## config.mk

```make
export PLATFORM = sky130hd
export DESIGN_NAME = wb_stage_buf
export DESIGN_NICKNAME = d
export VERILOG_FILES = /design/src/rtl/wb_stage_buf_pkg.sv /design/src/rtl/wb_skid_buf.sv /design/src/rtl/wb_stage_buf.sv
export SDC_FILE = /design/constraint.sdc
export NUM_CORES = 1
export LEC_CHECK = 0
export CORE_MARGIN = 2
export CORE_UTILIZATION = 57
export CTS_CLUSTER_DIAMETER = 120
export DETAILED_ROUTE_END_ITERATION = 7
export DONT_BUFFER_PORTS = 1
export GPL_TIMING_DRIVEN = 0
export HOLD_SLACK_MARGIN = 0.12
export PLACE_DENSITY = 0.78
export REMOVE_ABC_BUFFERS = 1
export SKIP_CTS_REPAIR_TIMING = 1
export SLEW_MARGIN = 20
export SYNTH_ARGS = -nofsm -noshare
export SYNTH_HDL_FRONTEND = slang
export SYNTH_SLANG_ARGS = --single-unit
```

## constraint.sdc

```tcl
create_clock -name clk -period 7.1 [get_ports clk]
set_clock_uncertainty 0.05 [all_clocks]
set_input_delay 0.71 -clock clk [delete_from_list [all_inputs] [get_ports clk]]
set_output_delay 0.71 -clock clk [all_outputs]
set_load 0.01 [all_outputs]
```

## src/rtl/wb_stage_buf_pkg.sv

```systemverilog
// Shared constants and types for the MEM->WB stage buffer.
//   NOP_REG_ADDR / ZERO_WORD : reset values for address and data fields
//   WRITEABLE / UNWRITEABLE  : write-enable encodings
//   occ_e                    : occupancy of the 2-entry skid buffer
//   pkt_width()              : packed payload width for a given configuration
package wb_stage_buf_pkg;

    localparam logic [4:0]  NOP_REG_ADDR = 5'b00000;
    localparam logic [31:0] ZERO_WORD    = 32'h0000_0000;
    localparam logic        WRITEABLE    = 1'b1;
    localparam logic        UNWRITEABLE  = 1'b0;

    typedef enum logic [1:0] {
        OCC_EMPTY = 2'd0,
        OCC_ONE   = 2'd1,
        OCC_TWO   = 2'd2
    } occ_e;

    function automatic int pkt_width(input int reg_addr_w, input int data_w, input int hilo_en);
        return reg_addr_w + data_w + 2 + ((hilo_en != 0) ? 2 * data_w : 0);
    endfunction

endpackage

```

## src/rtl/wb_skid_buf.sv

```systemverilog
// Generic 2-entry skid buffer with registered in_ready and synchronous flush.
//   clk, rst             : clock, async active-high reset
//   flush                : empties the buffer on the next edge
//   in_valid/in_ready    : upstream handshake, in_data payload
//   out_valid/out_ready  : downstream handshake, out_data = head entry
//   skid_valid/skid_data : second (younger) entry, exposed for forwarding
//
// state     | meaning
// OCC_EMPTY | no entry held
// OCC_ONE   | head valid, skid empty
// OCC_TWO   | head and skid valid, upstream stalled
module wb_skid_buf
    import wb_stage_buf_pkg::*;
#(
    parameter int W = 8
) (
    input  logic         clk,
    input  logic         rst,
    input  logic         flush,
    input  logic         in_valid,
    output logic         in_ready,
    input  logic [W-1:0] in_data,
    output logic         out_valid,
    input  logic         out_ready,
    output logic [W-1:0] out_data,
    output logic         skid_valid,
    output logic [W-1:0] skid_data
);

    occ_e         state, state_nxt;
    logic [W-1:0] head_q, head_nxt;
    logic [W-1:0] skid_q, skid_nxt;
    logic         ready_q, ready_nxt;
    logic         push, pop;

    always_ff @(posedge clk or posedge rst) begin
        if (rst) begin
            state   <= OCC_EMPTY;
            head_q  <= '0;
            skid_q  <= '0;
            ready_q <= 1'b1;
        end else begin
            state   <= state_nxt;
            head_q  <= head_nxt;
            skid_q  <= skid_nxt;
            ready_q <= ready_nxt;
        end
    end

    always_comb begin
        state_nxt = state;
        head_nxt  = head_q;
        skid_nxt  = skid_q;
        push      = in_valid && ready_q;
        pop       = (state != OCC_EMPTY) && out_ready;
        case (state)
            OCC_EMPTY: begin
                if (push) begin
                    state_nxt = OCC_ONE;
                    head_nxt  = in_data;
                end
            end
            OCC_ONE: begin
                if (push && !pop) begin
                    state_nxt = OCC_TWO;
                    skid_nxt  = in_data;
                end else if (push && pop) begin
                    head_nxt  = in_data;
                end else if (pop) begin
                    state_nxt = OCC_EMPTY;
                end
            end
            OCC_TWO: begin
                // ready_q is low here, so no push can coincide with the pop
                if (pop) begin
                    state_nxt = OCC_ONE;
                    head_nxt  = skid_q;
                end
            end
            default: state_nxt = OCC_EMPTY;
        endcase
        // Flush only clears occupancy; payload may go stale since every
        // consumer qualifies it with a valid.
        if (flush) state_nxt = OCC_EMPTY;
        ready_nxt = (state_nxt != OCC_TWO);
    end

    assign in_ready   = ready_q;
    assign out_valid  = (state != OCC_EMPTY);
    assign out_data   = head_q;
    assign skid_valid = (state == OCC_TWO);
    assign skid_data  = skid_q;

endmodule

```

## src/rtl/wb_stage_buf.sv

```systemverilog
// MEM->WB pipeline boundary: valid/ready handshake over a 2-entry skid buffer
// carrying one GPR write-back and an optional HI/LO write-back per slot.
//   clk, rst, flush              : clock, async active-high reset, sync flush
//   in_valid/in_ready, in_*      : MEM-side slot
//   out_valid/out_ready, out_*   : WB-side head entry, enables gated by out_valid
//   fwd1_*                       : skid entry tap for hazard/forwarding logic
//   stall_cnt                    : saturating count of in_valid && !in_ready cycles
module wb_stage_buf
    import wb_stage_buf_pkg::*;
#(
    parameter int REG_ADDR_W  = 5,
    parameter int DATA_W      = 32,
    parameter int HILO_EN     = 1,
    parameter int STALL_CNT_W = 16
) (
    input  logic                   clk,
    input  logic                   rst,
    input  logic                   flush,
    input  logic                   in_valid,
    output logic                   in_ready,
    input  logic [REG_ADDR_W-1:0]  in_wd,
    input  logic                   in_wreg,
    input  logic [DATA_W-1:0]      in_wdata,
    input  logic [DATA_W-1:0]      in_hi,
    input  logic [DATA_W-1:0]      in_lo,
    input  logic                   in_enhilo,
    output logic                   out_valid,
    input  logic                   out_ready,
    output logic [REG_ADDR_W-1:0]  out_wd,
    output logic                   out_wreg,
    output logic [DATA_W-1:0]      out_wdata,
    output logic [DATA_W-1:0]      out_hi,
    output logic [DATA_W-1:0]      out_lo,
    output logic                   out_enhilo,
    output logic [REG_ADDR_W-1:0]  fwd1_wd,
    output logic                   fwd1_wreg,
    output logic [DATA_W-1:0]      fwd1_wdata,
    output logic                   fwd1_enhilo,
    output logic [STALL_CNT_W-1:0] stall_cnt
);

    localparam int BASE_W = REG_ADDR_W + DATA_W + 2;
    localparam int PKT_W  = pkt_width(REG_ADDR_W, DATA_W, HILO_EN);

    logic [PKT_W-1:0] in_pkt, head_pkt, skid_pkt;
    logic             skid_valid;

    // Base fields sit in the low bits: {enhilo, wreg, wd, wdata}; HI/LO above.
    generate
        if (HILO_EN != 0) begin : g_hilo
            assign in_pkt     = {in_hi, in_lo, in_enhilo, in_wreg, in_wd, in_wdata};
            assign out_hi     = head_pkt[BASE_W+DATA_W +: DATA_W];
            assign out_lo     = head_pkt[BASE_W +: DATA_W];
            assign out_enhilo = head_pkt[BASE_W-1] & out_valid;
            assign fwd1_enhilo = skid_pkt[BASE_W-1] & skid_valid;
        end else begin : g_no_hilo
            assign in_pkt      = {in_enhilo, in_wreg, in_wd, in_wdata};
            assign out_hi      = ZERO_WORD[0 +: DATA_W] & '0;
            assign out_lo      = '0;
            assign out_enhilo  = UNWRITEABLE;
            assign fwd1_enhilo = UNWRITEABLE;
        end
    endgenerate

    wb_skid_buf #(.W(PKT_W)) u_skid (
        .clk        (clk),
        .rst        (rst),
        .flush      (flush),
        .in_valid   (in_valid),
        .in_ready   (in_ready),
        .in_data    (in_pkt),
        .out_valid  (out_valid),
        .out_ready  (out_ready),
        .out_data   (head_pkt),
        .skid_valid (skid_valid),
        .skid_data  (skid_pkt)
    );

    assign out_wdata  = head_pkt[0 +: DATA_W];
    assign out_wd     = head_pkt[DATA_W +: REG_ADDR_W];
    assign out_wreg   = head_pkt[DATA_W+REG_ADDR_W] & out_valid;

    assign fwd1_wdata = skid_pkt[0 +: DATA_W];
    assign fwd1_wd    = skid_pkt[DATA_W +: REG_ADDR_W];
    assign fwd1_wreg  = skid_pkt[DATA_W+REG_ADDR_W] & skid_valid;

    always_ff @(posedge clk or posedge rst) begin
        if (rst) begin
            stall_cnt <= '0;
        end else if (in_valid && !in_ready && (stall_cnt != '1)) begin
            stall_cnt <= stall_cnt + 1'b1;
        end
    end

endmodule

```

==> results.md, run 1 <==
* Status: finished clean
* First-pass GRT wire length at 31.80 mm
* Clock buffer count from CTS at 24
* Initial Util at 0.5783
* Max Freq at 343.5 MHz
* FF+latch count, synth at 225
* Leakage at 5.354 nW
* Die H at 141.5 um
* Hpwl dp at 14.06 mm
* # H-tree levels at 1
* RePlAce Congestion at roughly 0.8
* Slew Limit Fails at 0
* Filler cells at about 1400
* Initial DRC count at 250
* IO Pins at around 270
* Required time at the worst-slack endpoint at 7430 ps
* Area contributors post-synth: dfrtp_1, mux2_2, buf_4
* DR vias at between 5000 and 6000
* CP endpoint kind: register
* Crit path kind: register to register
* Sequential area share after synthesis at 0.5223
* CP arrival at 3240 ps
* Hold WC Path Type: input port to register
* Max_cap viols at 0
* Core Rows at 50
* Routed WL at 20.05 mm
* Leading cell type in the layout, fill and taps excluded: dfrtp_1
* Hold Slack at between 200 and 250 ps
* Synthesized instance count at 899
* Layout net count at 863
* Final hold viol count at 0
* Share of cells above drive strength 1 at 0.2844
* Period utilisation layout at 0.4100
* IO Port Bufs at 0
* Power density over the cells at 324.4 nW/um2
* Final setup viols at 0
* Synthesized area per cell at 11.99 um2
* Worst-Margin Slew at roughly 720 ps
* CTS root buf: clkbuf_16
* Die W at 141.5 um
* Antenna-violating nets left at 0
* Final core occ at 0.5844
* GRT overflow at 0
* Cell taking the most area after synthesis: dfrtp_1
* DRC at 0
* Worst-path clk slew at 60 ps
* CTS max path bufs at 3
* Pin count of the biggest net entering global routing at between 100 and 150
* Vias in the first global route at 6261
* Worst skew pair latency at 500 ps
* Post-synthesis cell type count at 39
* Peak VDD IR at 0.0002258 V
* CTS tree: built
* Initial antenna violation count at 0
* Yosys warnings at 0
* Yosys top cell area share at 0.5199
* DR pass1 iterations at 5
* Total design power at 0.003535 W
* Nature of the critical path startpoint: register
* ANT cells at 0
* CP Max Fanout at 36
* Cell area after synthesis at ~11000 um2
* Area growth syn-to-layout at 1.056%
* RSZ-0062 raised after global routing: no
* Die footprint at 20030 um2
* Overall Global Routing Usage at 0.1955
* Clock sinks at 225
* Routed wire per std cell at 19.97 um
* CORE AREA at 18640 um2
* Commonest non-fill, non-tap cells in the layout: dfrtp_1, mux2_2, mux2i_1, nand2_1, o21ai_0
* Min Tclk post-route at between 2000 and 3000 ps
* Vias per cell at 5.775
* Slew margin rel. at 0.5199
-- power by group --
part	total, W	switching (W)	internal, W
combinational	0.000437	0.000192	0.000245
sequential	0.00187	0.000299	0.00157
clock	0.00123	0.000477	0.000752
-- kinds of logic (layout without fill, tap and decap cells) --
logic type | count (synthesis) | after routing | synth area share
adders and majority gates | 1 | 1 | 0.001160
buffers and inverters | 190 | 61 | 0.1263
xor gates and xnor gates | 15 | 15 | 0.01218
DFF | 225 | 225 | 0.5223
muxes | 205 | 205 | 0.2024
and+or+nand+nor | 145 | 145 | 0.06626
AOI/OAI and AO/OA | 118 | 118 | 0.06940
-- critical path, cell delays in order, from the launching register on --
cell      delay [ps]
dfrtp_1          390
nand2b_4         550
buf_16           330
o32a_2           430
buf_12           260
buf_12           220
buf_16           200
buf_16           190
o21ai_0          110
-- sequential cells by signal, indices dropped and copies added, names as in the netlist --
register / flops
u_skid.out_data: 103
u_skid.in_ready: 1
stall_cnt: 16
u_skid.skid_data: 103
u_skid.state: 2
-- metrics by stage --
step                std cells  setup slack [ps]  area, um2  TNS, ps
global placement          947             -5085       9728  -987530
finish                   1004              4189      10900        0
global route             1004              3967      10900        0
detailed placement        961              4181      10100        0
CTS                      1003              4156      10890        0
floorplan                 713             -2213       9435  -212800
-- path summary, 6_finish.rpt --
kind	endpoint	cells past startpoint	slack [ps]	from
max in group asynchronous	u_skid.skid_data[44]	3	5570	rst
worst min register to register	u_skid.out_data[37]	2	440	u_skid.out_data[37]
worst max-delay path	u_skid.out_data[97]	8	4190	u_skid.state[0]
worst max register to register	u_skid.out_data[97]	8	4190	u_skid.state[0]
min in group asynchronous	u_skid.skid_data[52]	2	620	rst
worst min-delay path	u_skid.state[0]	1	210	flush
-- cell type report --
cell class | count | area, um2 | share of cell area
Clock buffer | 41 | 755.7 | 0.06936
Clock inverter | 1 | 30.03 | 0.002756
Inverter | 4 | 22.52 | 0.002067
Multi-Input combinational cell | 484 | 3805 | 0.3492
Sequential cell | 225 | 5632 | 0.5169
Tap cell | 234 | 292.8 | 0.02687
Timing Repair Buffer | 15 | 357.8 | 0.03284
-- Yosys cell counts, drive strengths merged --
cell type / count
a2111oi: 1
a211o: 1
a211oi: 2
a21oi: 7
a22oi: 1
a41oi: 1
and2: 7
and3: 3
and4: 4
and4bb: 1
buf: 178
clkbuf: 8
dfrtp: 224
dfstp: 1
ha: 1
inv: 4
mux2: 104
mux2i: 101
nand2: 109
nand2b: 2
nand3: 4
nand4: 5
nor2: 3
nor2b: 3
nor3: 1
nor4: 2
o211ai: 1
o21ai: 103
o32a: 1
or2: 1
xnor2: 4
xor2: 11
-- metal layers --
layer / GRT usage / share of wire / vias to the layer above / routed length, um
met5: 0 / 0 / - / 0
met4: 0.06421 / 0.026 / 0 / 529
met3: 0.08032 / 0.11 / 49 / 2286
met2: 0.3350 / 0.48 / 255 / 9602
met1: 0.2234 / 0.38 / 2855 / 7633
li1: - / - / 2639 / -
No activity file was read; power rests on OpenSTA's default activity.
==> run 2, diff against run 1 <==
Clock period 7.1 ns to 2.65 ns, I/O delays scaled along.
==> results.md, run 2 (same netlist as run 1, synthesis figures left out) <==
* Area growth syn-to-layout at 11.34%
* First-pass GRT wire length at 31.80 mm (unchanged)
* Die footprint at 20030 um2 (unchanged)
* Clock buffer count from CTS at 24 (unchanged)
* Routed wire per std cell at 20.42 um (+2.3%)
* Vias in the first global route at 6261 (unchanged)
* Filler cells at 1298 (-10%)
* CP arrival at 2800 ps (-440 ps)
* IO Port Bufs at 0 (unchanged)
* CTS max path bufs at 3 (unchanged)
* Total design power at 0.009713 W (+170%)
* Max_cap viols at 0 (unchanged)
* CP Max Fanout at 29 (-19%)
* DR pass1 iterations at 5 (unchanged)
* Initial Util at 0.5783 (unchanged)
* RePlAce Congestion at 0.8117 (unchanged)
* IO Pins at 268 (unchanged)
* Leading cell type in the layout, fill and taps excluded: dfrtp_1
* R2R depth at 5 (-3)
* CTS root buf: clkbuf_16
* Logic pwr share at 0.140 (+0.017)
* Max Freq at 405.3 MHz (+18%)
* Antenna-violating nets left at 0 (unchanged)
* Area occupied by multi-input gates at 3825 um2 (+0.53%)
* GRT overflow at 0 (unchanged)
* Sequential Area at 5632 um2 (unchanged)
* Clock sinks at 225 (unchanged)
* Required time at the worst-slack endpoint at 2980 ps (-4450 ps)
* Switching Power at 0.002724 W (+180%)
* Routed WL at 22.75 mm (+13%)
* Vias per cell at 5.731 (-0.77%)
* DRC at 0 (unchanged)
* Clk pwr share at 0.342 (-0.006)
* ANT cells at 0 (unchanged)
* Worst-Margin Slew at 744.5 ps (+26.06 ps)
* Final core occ at 0.6439 (+0.05946)
* Slew margin rel. at 0.5025 (-0.01741)
* Worst reg2reg startpoint: u_skid.in_ready
* Min Tclk post-route at 2467 ps (-444.0 ps)
* Worst-path clk slew at 60 ps (about the same)
* Pint at 0.006988 W (+170%)
* Hold WC Path Type: input port to async pin
* Peak VDD IR at 0.0006539 V (+190%)
* Layout net count at 973 (+13%)
* Commonest non-fill, non-tap cells in the layout: dfrtp_1, dlygate4sd3_1, mux2_2, mux2i_1, nand2_1
* Worst skew pair latency at 510 ps (about the same)
* CP endpoint kind: register
* RSZ-0062 raised after global routing: no
* Initial DRC count at 215 (-14%)
* Leakage at 5.814 nW (+8.6%)
* Slew Limit Fails at 0 (unchanged)
* Overall Global Routing Usage at 0.1955 (unchanged)
* Die H at 141.5 um (unchanged)
* R2R Setup Slk at 180 ps (-4010 ps)
* Power density over the cells at 809.1 nW/um2 (+150%)
* Die W at 141.5 um (unchanged)
* Core Rows at 50 (unchanged)
* CORE AREA at 18640 um2 (unchanged)
* Final hold viol count at 0 (unchanged)
* Initial antenna violation count at 0 (unchanged)
* Hold Slack at 167.0 ps (-47.63 ps)
* Sw Ratio at 0.2805 (+0.006826)
* Pin count of the biggest net entering global routing at 113 (unchanged)
* Share of cells above drive strength 1 at 0.2511 (-0.03328)
* Crit path kind: register to register
* Final setup viols at 0 (unchanged)
* Dpl cells at 961 (unchanged)
* Layout Cells excl Fill at 1114 (+11%)
* Crit Reg-Reg Endpoint: u_skid.skid_data[3]
* CTS tree: built
* Period utilisation layout at 0.9310 (+0.5210)
* Sequential power share at 0.519 (-0.010)
* Nature of the critical path startpoint: register
* DR vias at 6384 (+10%)
* Status: finished clean
* # H-tree levels at 1 (unchanged)
* Hpwl dp at 14.06 mm (unchanged)
## run 2: worst max path at each step
stage	from	end	cells after the start
final	u_skid.in_ready	u_skid.skid_data[3]	5
after global routing	u_skid.state[1]	u_skid.out_data[14]	9
after CTS	u_skid.state[0]	u_skid.out_data[97]	8
after detailed placement	u_skid.state[0]	u_skid.out_data[14]	8
after global placement	u_skid.state[0]	u_skid.out_data[37]	3
after floorplan	u_skid.state[0]	u_skid.out_data[0]	3
## run 2: critical path, stage by stage, from the launching register on
cell and delay [ps]:
dfstp_2 600, nand4_1 200, nor2_4 620, buf_16 250, buf_12 210, mux2_2 370
## run 2: metrics by stage
stage               cell area [um2]  TNS [ps]  setup WS, ps
floorplan                      9435  -1853260         -6663
global placement               9728  -2800420         -9535
detailed placement            10100     -6497        -269.0
CTS                           10890     -7680        -293.5
global route                  12000         0         36.26
finish                        12000         0         182.9
## run 2: cell type report
type,instances,area share
sequential,225,0.4691
multi-input combinational,485,0.3186
timing repair buffer,124,0.1205
clock buffer,41,0.06296
tap,234,0.02439
clock inverter,1,0.002502
inverter,4,0.001876
## run 2: power by group through the flow
stage | Clock, W | Sequential [W] | Combinational, W
3_5_place_dp | 0 | 0.00505 | 0.00119
2_1_floorplan | 0 | 0.00487 | 0.000995
4_1_cts | 0.00338 | 0.00501 | 0.00119
6_report | 0.00332 | 0.00504 | 0.00136
5_1_grt | 0.00352 | 0.00513 | 0.00150
3_3_place_gp | 0 | 0.00502 | 0.00111
## run 2: layer usage
metal,global-route usage,vias to the layer above,share of wire,wire length [um]
met2,0.3350,273,0.50,11280
met3,0.08032,54,0.093,2113
li1,-,2866,-,-
met1,0.2234,3191,0.39,8771
met5,0,-,0,0
met4,0.06421,0,0.026,590
==> run 3, diff against run 2 <==
Settings changed: CORE_ASPECT_RATIO from default to 0.5, CORE_UTILIZATION 57 to 25, GPL_ROUTABILITY_DRIVEN from default to 0, PLACE_DENSITY 0.78 to 0.43.
==> results.md, run 3 (same netlist as run 1, synthesis figures left out) <==
* Area occupied by multi-input gates at 3825 um2 (unchanged)
* Layout net count at 977 (+0.41%)
* Routed wire per std cell at 17.53 um (-14%)
* Peak VDD IR at 0.0003670 V (-44%)
* # H-tree levels at 1 (unchanged)
* Status: finished clean
* RSZ-0062 raised after global routing: no
* DR pass1 iterations at 4 (-1)
* Sw Ratio at 0.2853 (+0.004805)
* Die W at 297.7 um (+110%)
* Required time at the worst-slack endpoint at 3000 ps (+20 ps)
* Final core occ at 0.2961 (-0.3478)
* First-pass GRT wire length at 37.54 mm (+18%)
* Filler cells at 4274 (+230%)
* Sequential Area at 5632 um2 (unchanged)
* Period utilisation layout at 0.8881 (-0.04287)
* Antenna-violating nets left at 0 (unchanged)
* Leading cell type in the layout, fill and taps excluded: dfrtp_1
* CP arrival at 2700 ps (-100 ps)
* DR vias at 6152 (-3.6%)
* Hpwl dp at 17.99 mm (+28%)
* Max Freq at 424.9 MHz (+4.8%)
* Core Rows at 53 (+6.0%)
* Logic pwr share at 0.135 (-0.005)
* DP Area at 10550 um2 (+4.5%)
* CP Max Fanout at 38 (+31%)
* Crit path kind: register to register
* Met2 WL at 14.17 mm (+26%)
* Sequential power share at 0.512 (-0.007)
* Pin count of the biggest net entering global routing at 95 (-16%)
* IO Pins at 268 (unchanged)
* Vias in the first global route at 5731 (-8.5%)
* Sum of negative setup slack at 0 ps (unchanged)
* Post-route cell area at 12510 um2 (+4.2%)
* CTS max path bufs at 3 (unchanged)
* Initial Util at 0.2552 (-0.3231)
* Worst-path clk slew at 60 ps (about the same)
* Power density over the cells at 786.2 nW/um2 (-2.8%)
* Routed WL at 25.65 mm (+13%)
* Commonest non-fill, non-tap cells in the layout: dfrtp_1, dlygate4sd3_1, mux2_2, mux2i_1, nand2_1
* Min Tclk post-route at 2353 ps (-113.6 ps)
* Final hold viol count at 0 (unchanged)
* Vias per cell at 4.205 (-27%)
* GRT overflow at 0 (unchanged)
* CORE AREA at 42240 um2 (+130%)
* Routed met3 length at 754 um (-64%)
* Overall Global Routing Usage at 0.1077 (-0.08781)
* Leakage at 5.855 nW (+0.70%)
* Hold WC Path Type: input port to register
* M1 WL at 9.986 mm (+14%)
* DRC at 0 (unchanged)
* Clk pwr share at 0.354 (+0.012)
* Share of cells above drive strength 1 at 0.2610 (+0.009881)
* Pint at 0.007027 W (+0.55%)
* Worst skew pair latency at 520 ps (about the same)
* CTS root buf: clkbuf_16
* Switching Power at 0.002805 W (+3.0%)
* Slew Limit Fails at 0 (unchanged)
* Initial DRC count at 273 (+27%)
* Clock buffer count from CTS at 25 (+4.2%)
* Slew margin rel. at 0.6140 (+0.1115)
* Max_cap viols at 0 (unchanged)
* Nature of the critical path startpoint: register
* Clock sinks at 225 (unchanged)
* Worst-Margin Slew at 577.6 ps (-166.8 ps)
* Initial antenna violation count at 0 (unchanged)
* DR top layer: met4
* Final setup viols at 0 (unchanged)
* IO Port Bufs at 0 (unchanged)
* CTS tree: built
* Die H at 150.8 um (+6.6%)
* Area growth syn-to-layout at 15.99%
* Die footprint at 44910 um2 (+120%)
* CP endpoint kind: register
## run 3: area by class of cell
| cell class | count | area share |
|---|---|---|
| Antenna cell | 1 | 0.0002001 |
| Clock buffer | 41 | 0.06443 |
| Clock inverter | 3 | 0.001401 |
| Inverter | 4 | 0.001801 |
| Multi-Input combinational cell | 485 | 0.3059 |
| Sequential cell | 225 | 0.4503 |
| Tap cell | 577 | 0.05773 |
| Timing Repair Buffer | 127 | 0.1183 |
## run 3: worst paths after layout
path | start | end | slack (ps) | cells past startpoint
setup / recovery | u_skid.state[0] | u_skid.out_data[29] | 300 | 8
hold / removal | in_valid | stall_cnt[8] | 130 | 3
max in group asynchronous | rst | u_skid.out_data[40] | 1140 | 4
hold reg to reg | u_skid.out_data[38] | u_skid.out_data[38] | 430 | 2
min in group asynchronous | rst | u_skid.out_data[33] | 190 | 2
setup reg to reg | u_skid.state[0] | u_skid.out_data[29] | 300 | 8
## run 3: layer usage
metal,global-route usage,up-vias
met4,0.03283,0
met5,0,-
met2,0.2049,71
met3,0.02338,47
li1,-,2903
met1,0.1213,3131
## run 3: power by group through the flow
stage	clock network [W]	registers (W)	logic (W)
3_3_place_gp	0	0.00509	0.00116
3_5_place_dp	0	0.00512	0.00118
4_1_cts	0.00361	0.00506	0.00118
5_1_grt	0.00376	0.00513	0.00148
6_report	0.00348	0.00503	0.00132
2_1_floorplan	0	0.00487	0.000995
## run 3: stage by stage
step | power [W] | cells | setup WS (ps) | hold WS, ps
2_1_floorplan | 0.005864 | 713 | -6663 | 281.4
3_3_place_gp | 0.006249 | 1290 | -11080 | 284.6
3_5_place_dp | 0.006299 | 1306 | -261.5 | 75.16
4_1_cts | 0.009850 | 1350 | -270.4 | -493.9
5_1_grt | 0.01037 | 1462 | 113.3 | 152.1
6_report | 0.009832 | 1463 | 296.5 | 128.1
## run 3: worst max-delay path, cell delays in order (launching register included)
cell      delay [ps]
dfrtp_1          460
nand2b_4         200
buf_16           240
o32a_4           240
buf_12           190
buf_12           220
buf_12           220
buf_12           230
o21ai_0          120
